## src/rtl/fetch_stage.sv

```systemverilog
// Instruction-fetch stage: owns the PC, drives instr_memory, fills the IF/ID
// register with a valid/ready handshake, and handles redirects, halt and errors.
module fetch_stage #(
  parameter logic [31:0] RESET_PC   = 32'h0000_0000,
  parameter int unsigned IMEM_BYTES = 1024
) (
  input  logic        clk,
  input  logic        rst,
  output logic [31:0] addr,
  input  logic [31:0] inst_in,
  input  logic        pc_en,
  input  logic        redirect,
  input  logic [31:0] redirect_pc,
  output logic        id_valid,
  input  logic        id_ready,
  output logic [31:0] id_inst,
  output logic [31:0] id_pc,
  output logic        halted,
  output logic        fetch_err
);

  localparam logic [31:0] LAST_ADDR = 32'(IMEM_BYTES - 4);

  typedef enum logic [1:0] {
    ST_RUN,
    ST_HALT,
    ST_ERR
  } state_e;

  state_e      state_q, state_d;
  logic [31:0] pc_q, pc_d;
  logic        id_valid_q, id_valid_d;
  logic [31:0] id_inst_q, id_inst_d;
  logic [31:0] id_pc_q, id_pc_d;

  logic fire;
  logic can_load;
  logic redirect_ok;
  logic pc_ok;

  assign fire        = id_valid_q & id_ready;
  assign can_load    = ~id_valid_q | id_ready;
  assign redirect_ok = (redirect_pc[1:0] == 2'b00) && (redirect_pc <= LAST_ADDR);
  assign pc_ok       = (pc_q[1:0] == 2'b00) && (pc_q <= LAST_ADDR);

  always_ff @(posedge clk) begin
    if (rst) begin
      state_q    <= ST_RUN;
      pc_q       <= RESET_PC;
      id_valid_q <= 1'b0;
      id_inst_q  <= 32'h0;
      id_pc_q    <= 32'h0;
    end else begin
      state_q    <= state_d;
      pc_q       <= pc_d;
      id_valid_q <= id_valid_d;
      id_inst_q  <= id_inst_d;
      id_pc_q    <= id_pc_d;
    end
  end

  // Next state: a redirect outranks everything except the terminal error state.
  always_comb begin
    state_d = state_q;
    case (state_q)
      ST_RUN: begin
        if (redirect) begin
          state_d = redirect_ok ? ST_RUN : ST_ERR;
        end else if (can_load) begin
          if (!pc_en)      state_d = ST_HALT;
          else if (!pc_ok) state_d = ST_ERR;
        end
      end
      ST_HALT: begin
        if (redirect) state_d = redirect_ok ? ST_RUN : ST_ERR;
      end
      ST_ERR:  state_d = ST_ERR;
      default: state_d = ST_ERR;
    endcase
  end

  always_comb begin
    pc_d       = pc_q;
    id_valid_d = id_valid_q;
    id_inst_d  = id_inst_q;
    id_pc_d    = id_pc_q;
    if (state_q == ST_ERR) begin
      id_valid_d = 1'b0;
    end else if (redirect) begin
      id_valid_d = 1'b0;
      if (redirect_ok) pc_d = redirect_pc;
    end else if (state_q == ST_RUN) begin
      if (can_load) begin
        if (pc_en) begin
          if (pc_ok) begin
            id_inst_d  = inst_in;
            id_pc_d    = pc_q;
            id_valid_d = 1'b1;
            pc_d       = pc_q + 32'd4;
          end else begin
            id_valid_d = 1'b0;
          end
        end else if (fire) begin
          id_valid_d = 1'b0;
        end
      end
    end else if (fire) begin
      // HALT: drain whatever is still sitting in IF/ID.
      id_valid_d = 1'b0;
    end
  end

  always_comb begin
    halted    = (state_q == ST_HALT);
    fetch_err = (state_q == ST_ERR);
  end

  assign addr     = pc_q;
  assign id_valid = id_valid_q;
  assign id_inst  = id_inst_q;
  assign id_pc    = id_pc_q;

endmodule

```

## config.mk

```make
export PLATFORM = sky130hd
export DESIGN_NAME = fetch_stage
export DESIGN_NICKNAME = d
export VERILOG_FILES = /design/src/rtl/fetch_stage.sv
export SDC_FILE = /design/constraint.sdc
export NUM_CORES = 1
export LEC_CHECK = 0
export ABC_CLOCK_PERIOD_IN_PS = 1700
export CAP_MARGIN = 20
export CORE_MARGIN = 2
export CORE_UTILIZATION = 37
export DETAILED_ROUTE_END_ITERATION = 8
export MAX_ROUTING_LAYER = met4
export PLACE_DENSITY = 0.76
export SLEW_MARGIN = 25
export SYNTH_ARGS = -nofsm -noshare
export SYNTH_HDL_FRONTEND = slang
export SYNTH_SLANG_ARGS = --single-unit
```

## constraint.sdc

```tcl
create_clock -name clk -period 1.7 [get_ports clk]
set_input_delay 0.17 -clock clk [delete_from_list [all_inputs] [get_ports clk]]
set_output_delay 0.17 -clock clk [all_outputs]
set_load 0.05 [all_outputs]
```

==> flow_summary.json, run 1 <==
{
  "min_path_type": "in2reg",
  "cts.sinks": 99,
  "cts_buffer_depth": 2,
  "syn_avg_cell_area_um2": 10.4,
  "crit_buf_inv": 1,
  "final_common_cell": "buf_4",
  "initial_utilization_pct": 37.7,
  "stdcell_count": 692,
  "layout.nets": 624,
  "max-slew-margin-rel_pct": 65.3,
  "htree_levels": 3,
  "synth_area_leaders": "dfxtp_1 (54%), mux2i_1 (12%), and3_1 (7.7%)",
  "n_antenna_cell": 0,
  "slowest_delay_ns": 0.34,
  "synth_cells": 350,
  "dp_cells": 671,
  "track_usage_pct": 20.3,
  "cts_tree": "done",
  "r2r_slack_ns": -0.08,
  "grt_pass1_wl_mm": 16.5,
  "drc_errors": 0,
  "antenna_found_initial": 0,
  "final_hold_viol_count": 0,
  "power_density_nw_per_um2": 769,
  "wl_per_cell_um": 15.2,
  "clk_latency_ns": 0.35,
  "path_class": "reg2reg",
  "setup_tns_ns": -1.81,
  "netlist.area_leader.share_pct": 54.2,
  "synth.distinct_cells": 44,
  "root_buffer": "clkbuf_8",
  "dr.pass1.iters": 4,
  "placed_area_um2": 5690,
  "slew_viol_final": 0,
  "synth_flop_cell": "dfxtp_1",
  "crit_path_cell_trace": "nor4_2 -> and3_1 -> and3_4 -> buf_16 -> mux2i_1 -> nor2_1",
  "gp_congestion": 0.829,
  "nFillCells": 796,
  "multi_input_area_um2": 1530,
  "hold-path-endpoint": "id_inst[31]",
  "r2r_end": "id_inst[8]",
  "yosys.area.top_type": "dfxtp_1",
  "rr_worst_depth": 6,
  "io_pins": 168,
  "worst-endpoint-required_ns": 1.93,
  "crit_path_end_kind": "flip-flop",
  "vias_per_cell": 4.91,
  "yosysSeqAreaShare_pct": 54.2,
  "seq_area_um2": 2040,
  "synth_edf_count": 0,
  "drive_gt1_share_pct": 25.0,
  "die_w_um": 103,
  "crit_arrival_ns": 2.01,
  "path_max_fanout": 10,
  "die_y_um": 103,
  "drt-initial-drc-count": 170,
  "core_um2": 9680,
  "yosys_warnings": 0,
  "crit_cells": 6,
  "grt_max_degree": 41,
  "total_leakage_power_nw": 3.42,
  "area_growth_pct": 67.6,
  "rows": 36,
  "layout_setup_ws_ns": -0.0800,
  "violations": "negative setup slack",
  "portBuffers": 167,
  "hp-start": "rst",
  "critical-path-slowest-cell": "dfxtp_2",
  "outcome": "finished with violations",
  "postCtsHoldBufs": 0,
  "async_reset_ff_share_pct": 0,
  "cts_buffers": 9,
  "ys_ff_latch": 99,
  "grt_pass1_vias": 3387,
  "clk_pin_slew_ns": 0.09,
  "fp.dieArea_um2": 10700,
  "finalCritPeriodShare_pct": 105,
  "fin_util_pct": 63.3,
  "worst_clock_skew_ns": 0.00949,
  "fin_area_um2": 6130,
  "netlist_area_um2": 3650,
  "fin_hold_ws_ns": 0.134,
  "cap_violations": 0,
  "fin_crit_ns": 1.78,
  "final_cell_mix": "buf_4 (73), clkdlybuf4s50_1 (72), dfxtp_1 (71)",
  "synth_nets": 420,
  "worstMarginPinSlew_ns": 0.520,
  "critPathLaunchType": "flip-flop",
  "routed_wl_mm": 10.5,
  "dp_hpwl_mm": 7.69,
  "drtAntennaViolNets": 0,
  "rsz0062_at_grt": "true",
  "ir_drop_mv": 0.437,
  "vias": 3399,
  "whs_path_depth": 2,
  "reg2reg_from": "addr[21]",
  "setup_viol": 52,
  "crit_family": "simple AND/OR/NAND/NOR gates",
  "max_freq_mhz": 562,
  "grt_overflow": 0
}
layout make-up:
type / count / area share (%)
timing repair buffer: 217 / 35.0
sequential: 99 / 33.4
multi-input combinational: 224 / 25.0
clock buffer: 14 / 3.02
tap: 133 / 2.72
clock inverter: 2 / 0.633
inverter: 3 / 0.225
how the worst max path moves through the flow:
stage | slack [ns] | startpoint | end
floorplan | -0.03 | addr[17] | id_inst[0]
global placement | -0.29 | pc_en | id_inst[18]
detailed placement | -0.36 | pc_en | id_inst[27]
CTS | -0.06 | addr[18] | id_inst[21]
global route | -0.16 | addr[18] | id_inst[8]
finish | -0.08 | addr[21] | id_inst[8]
kinds of logic (layout without fill, tap and decap cells):
family	after synthesis	in the layout	share of synthesized area (%)
adders and majority gates	1	1	0.342
and+or+nand+nor	156	156	23.1
xor gates and xnor gates	1	1	0.240
AOI/OAI and AO/OA	24	24	5.75
DFF	99	99	54.2
muxes	42	42	11.5
buffers and inverters	27	236	4.86
per-layer routing:
layer  vias to the layer above  wire length, um  GRT usage [%]
met1                      1593             4620           25.7
met3                        20              843           5.24
li1                       1644                -              -
met5                         -                0              -
met4                         0              184           7.59
met2                       142             4900           31.2
sequential cells by signal, indices dropped and copies added, names as in the netlist:
register,count
addr,32
id_pc,32
id_valid,1
state_q,2
id_inst,32
cells in the mapped netlist, types with 3 or more instances:
cell and number:
a41oi_2 3, and2_1 9, and3_1 45, buf_12 3, clkbuf_1 14, dfxtp_1 99
mux2i_1 42, nand2_1 11, nand3_1 5, nand4_1 4, nor2_1 49, nor3_1 7
nor3_2 4, nor4_1 12
power by group:
| part | switching (W) | total (W) | internal (W) | leakage [nW] |
|---|---|---|---|---|
| clock | 0.000776 | 0.00164 | 0.000868 | 0.112 |
| sequential | 0.0000329 | 0.00238 | 0.00234 | 0.817 |
| combinational | 0.000354 | 0.000693 | 0.000339 | 2.49 |
what timing repair did:
| action | CTS | global route |
|---|---|---|
| pin swaps | 1 | 5 |
| buffers inserted | 3 | 0 |
| resized for setup | 28 | 45 |
| setup endpoints to repair | 69 | 122 |
| gates cloned | 1 | 1 |
metrics by stage:
stage	setup WS, ns	power (W)
6_report	-0.0800	0.00471
5_1_grt	-0.164	0.00490
4_1_cts	-0.0556	0.00476
3_5_place_dp	-0.362	0.00310
3_3_place_gp	-0.286	0.00309
2_1_floorplan	-0.0276	0.00278
Power figures use the tool's default switching activity.
==> run 2, diff against run 1 <==
--- a/config.mk
+++ b/config.mk
@@ -10,6 +10,8 @@
 export CORE_MARGIN = 2
 export CORE_UTILIZATION = 37
 export DETAILED_ROUTE_END_ITERATION = 8
+export GPL_TIMING_DRIVEN = 0
+export HOLD_SLACK_MARGIN = 0.02
 export MAX_ROUTING_LAYER = met4
 export PLACE_DENSITY = 0.76
 export SLEW_MARGIN = 25
==> flow_summary.json, run 2 (synthesis results as in run 1) <==
{
  "outcome": "finished with violations",
  "violations": "negative setup slack",
  "dp_cells": 650,
  "crit_cells": 7,
  "dp_hpwl_mm": 7.64,
  "rows": 36,
  "drtAntennaViolNets": 0,
  "setup_viol": 80,
  "final_common_cell": "clkdlybuf4s50_1",
  "rsz0062_at_grt": "true",
  "rr_worst_depth": 7,
  "worst-endpoint-required_ns": 1.93,
  "wl_per_cell_um": 16.0,
  "core_um2": 9680,
  "area_growth_pct": 70.5,
  "setup_tns_ns": -9.89,
  "vias": 3361,
  "highest_layer": "met4",
  "slew_viol_final": 0,
  "grt_pass1_wl_mm": 16.2,
  "crit_buf_inv": 2,
  "max_freq_mhz": 517,
  "die_w_um": 103,
  "path_class": "reg2reg",
  "final_cell_mix": "clkdlybuf4s50_1 (70), dfxtp_1 (69), dlymetal6s2s_1 (58)",
  "critPathLaunchType": "flip-flop",
  "stdcell_count": 682,
  "reg2reg_from": "addr[18]",
  "portBuffers": 167,
  "fp.dieArea_um2": 10700,
  "postCtsHoldBufs": 0,
  "grt_pass1_vias": 3288,
  "n_antenna_cell": 0,
  "cts_tree": "done",
  "crit_start": "addr[18]",
  "worstMarginPinSlew_ns": 0.553,
  "clk_latency_ns": 0.36,
  "path_max_fanout": 5,
  "fin_util_pct": 64.4,
  "routed_wl_mm": 10.9,
  "total_leakage_power_nw": 3.65,
  "cap_violations": 0,
  "nFillCells": 808,
  "fin_crit_ns": 1.94,
  "antenna_found_initial": 0,
  "die_y_um": 103,
  "layout.nets": 614,
  "grt_overflow": 0,
  "final_hold_viol_count": 0,
  "htree_levels": 3,
  "cts_buffer_depth": 2,
  "track_usage_pct": 20.0,
  "power_density_nw_per_um2": 745,
  "grt_max_degree": 19,
  "wl_met3_um": 814,
  "drc_errors": 0,
  "ir_drop_mv": 0.550,
  "layout_setup_ws_ns": -0.235,
  "drive_gt1_share_pct": 18.8,
  "dr.pass1.iters": 4,
  "dr_wl_met2_mm": 5.39,
  "root_buffer": "clkbuf_8",
  "cts.sinks": 99,
  "worst_clock_skew_ns": 0.0202,
  "drt-initial-drc-count": 136,
  "critical-path-slowest-cell": "dfxtp_4",
  "multi_input_area_um2": 1610,
  "clk_pin_slew_ns": 0.10,
  "crit_path_end_kind": "flip-flop",
  "crit_arrival_ns": 2.16,
  "slowest_delay_ns": 0.37,
  "seq_area_um2": 2050,
  "io_pins": 168,
  "initial_utilization_pct": 37.7,
  "wl_met1_mm": 4.64,
  "min_path_type": "in2reg",
  "finalCritPeriodShare_pct": 114,
  "r2r_end": "id_inst[1]",
  "crit_family": "simple AND/OR/NAND/NOR gates",
  "gp_congestion": 0.828,
  "cp-endpoint": "id_inst[1]",
  "cts_buffers": 9,
  "r2r_slack_ns": -0.24,
  "crit_path_cell_trace": "nor4_2 -> and4_1 -> and3_4 -> buf_12 -> clkbuf_16 -> mux2i_1 -> nor2_1",
  "max-slew-margin-rel_pct": 62.9,
  "vias_per_cell": 4.93
}
[run 2: cell types whose count changed in the layout (fill, tap and decap cells not counted), sizes merged]
| cell | change |
|---|---|
| clkdlybuf4s50 | -2 |
| clkinv | +1 |
| dlygate4sd2 | +17 |
| dlymetal6s2s | +17 |
| buf | -59 |
| clkinvlp | +1 |
| inv | +3 |
| clkdlybuf4s15 | +2 |
| clkbuf | +10 |
[run 2: worst min-delay path by stage]
| stage | from | to | slack, ns | cells past startpoint |
|---|---|---|---|---|
| after floorplan | inst_in[24] | id_inst[24] | 0.32 | 2 |
| after global placement | addr[27] | addr[27] | 0.45 | 1 |
| after detailed placement | addr[27] | addr[27] | 0.45 | 1 |
| after CTS | inst_in[10] | id_inst[10] | 0.41 | 3 |
| after global routing | inst_in[10] | id_inst[10] | 0.43 | 3 |
| final | inst_in[2] | id_inst[2] | 0.43 | 3 |
[run 2: report_power, final]
part	internal, W	switching [W]	total (W)
sequential	0.00234	0.0000385	0.00238
combinational	0.000342	0.000364	0.000706
clock	0.000705	0.000849	0.00155
[run 2: layout make-up]
type	instances	area share, %
multi-input cells	224	25.8
well taps	133	2.67
repair buffers	184	32.0
clock buffers	9	1.99
inverters	3	0.221
plain buffers	23	3.09
flip-flops and latches	99	32.9
clock inverters	7	1.28
[run 2: timing repair]
action / 4_1_cts / 5_1_grt
endpoints found under the hold margin: 0 / 0
gates resized for setup: 60 / 89
gates cloned: 1 / 4
pin swaps: 4 / 18
buffers inserted: 8 / 4
endpoints found under the setup margin: 126 / 153
[run 2: per-stage QoR]
stage | area (um^2) | worst slack (ns) | hold WS [ns] | power [W]
2_1_floorplan | 3720 | -0.0276 | 0.317 | 0.00278
3_3_place_gp | 5560 | -0.498 | 0.449 | 0.00307
3_5_place_dp | 5560 | -0.546 | 0.455 | 0.00308
4_1_cts | 5890 | -0.132 | 0.413 | 0.00465
5_1_grt | 6230 | -0.297 | 0.433 | 0.00481
6_report | 6230 | -0.235 | 0.428 | 0.00464
[run 2: tightest hold or removal path, cell delays in order]
cell and delay, ns:
clkdlybuf4s50_1 0.39, mux2i_1 0.13, nor2_1 0.05
[run 2: metal layers]
| layer | global-route usage, % | up-vias |
|---|---|---|
| met5 | - | - |
| met3 | 4.44 | 9 |
| li1 | - | 1632 |
| met1 | 25.4 | 1584 |
| met4 | 7.09 | 0 |
| met2 | 31.5 | 136 |
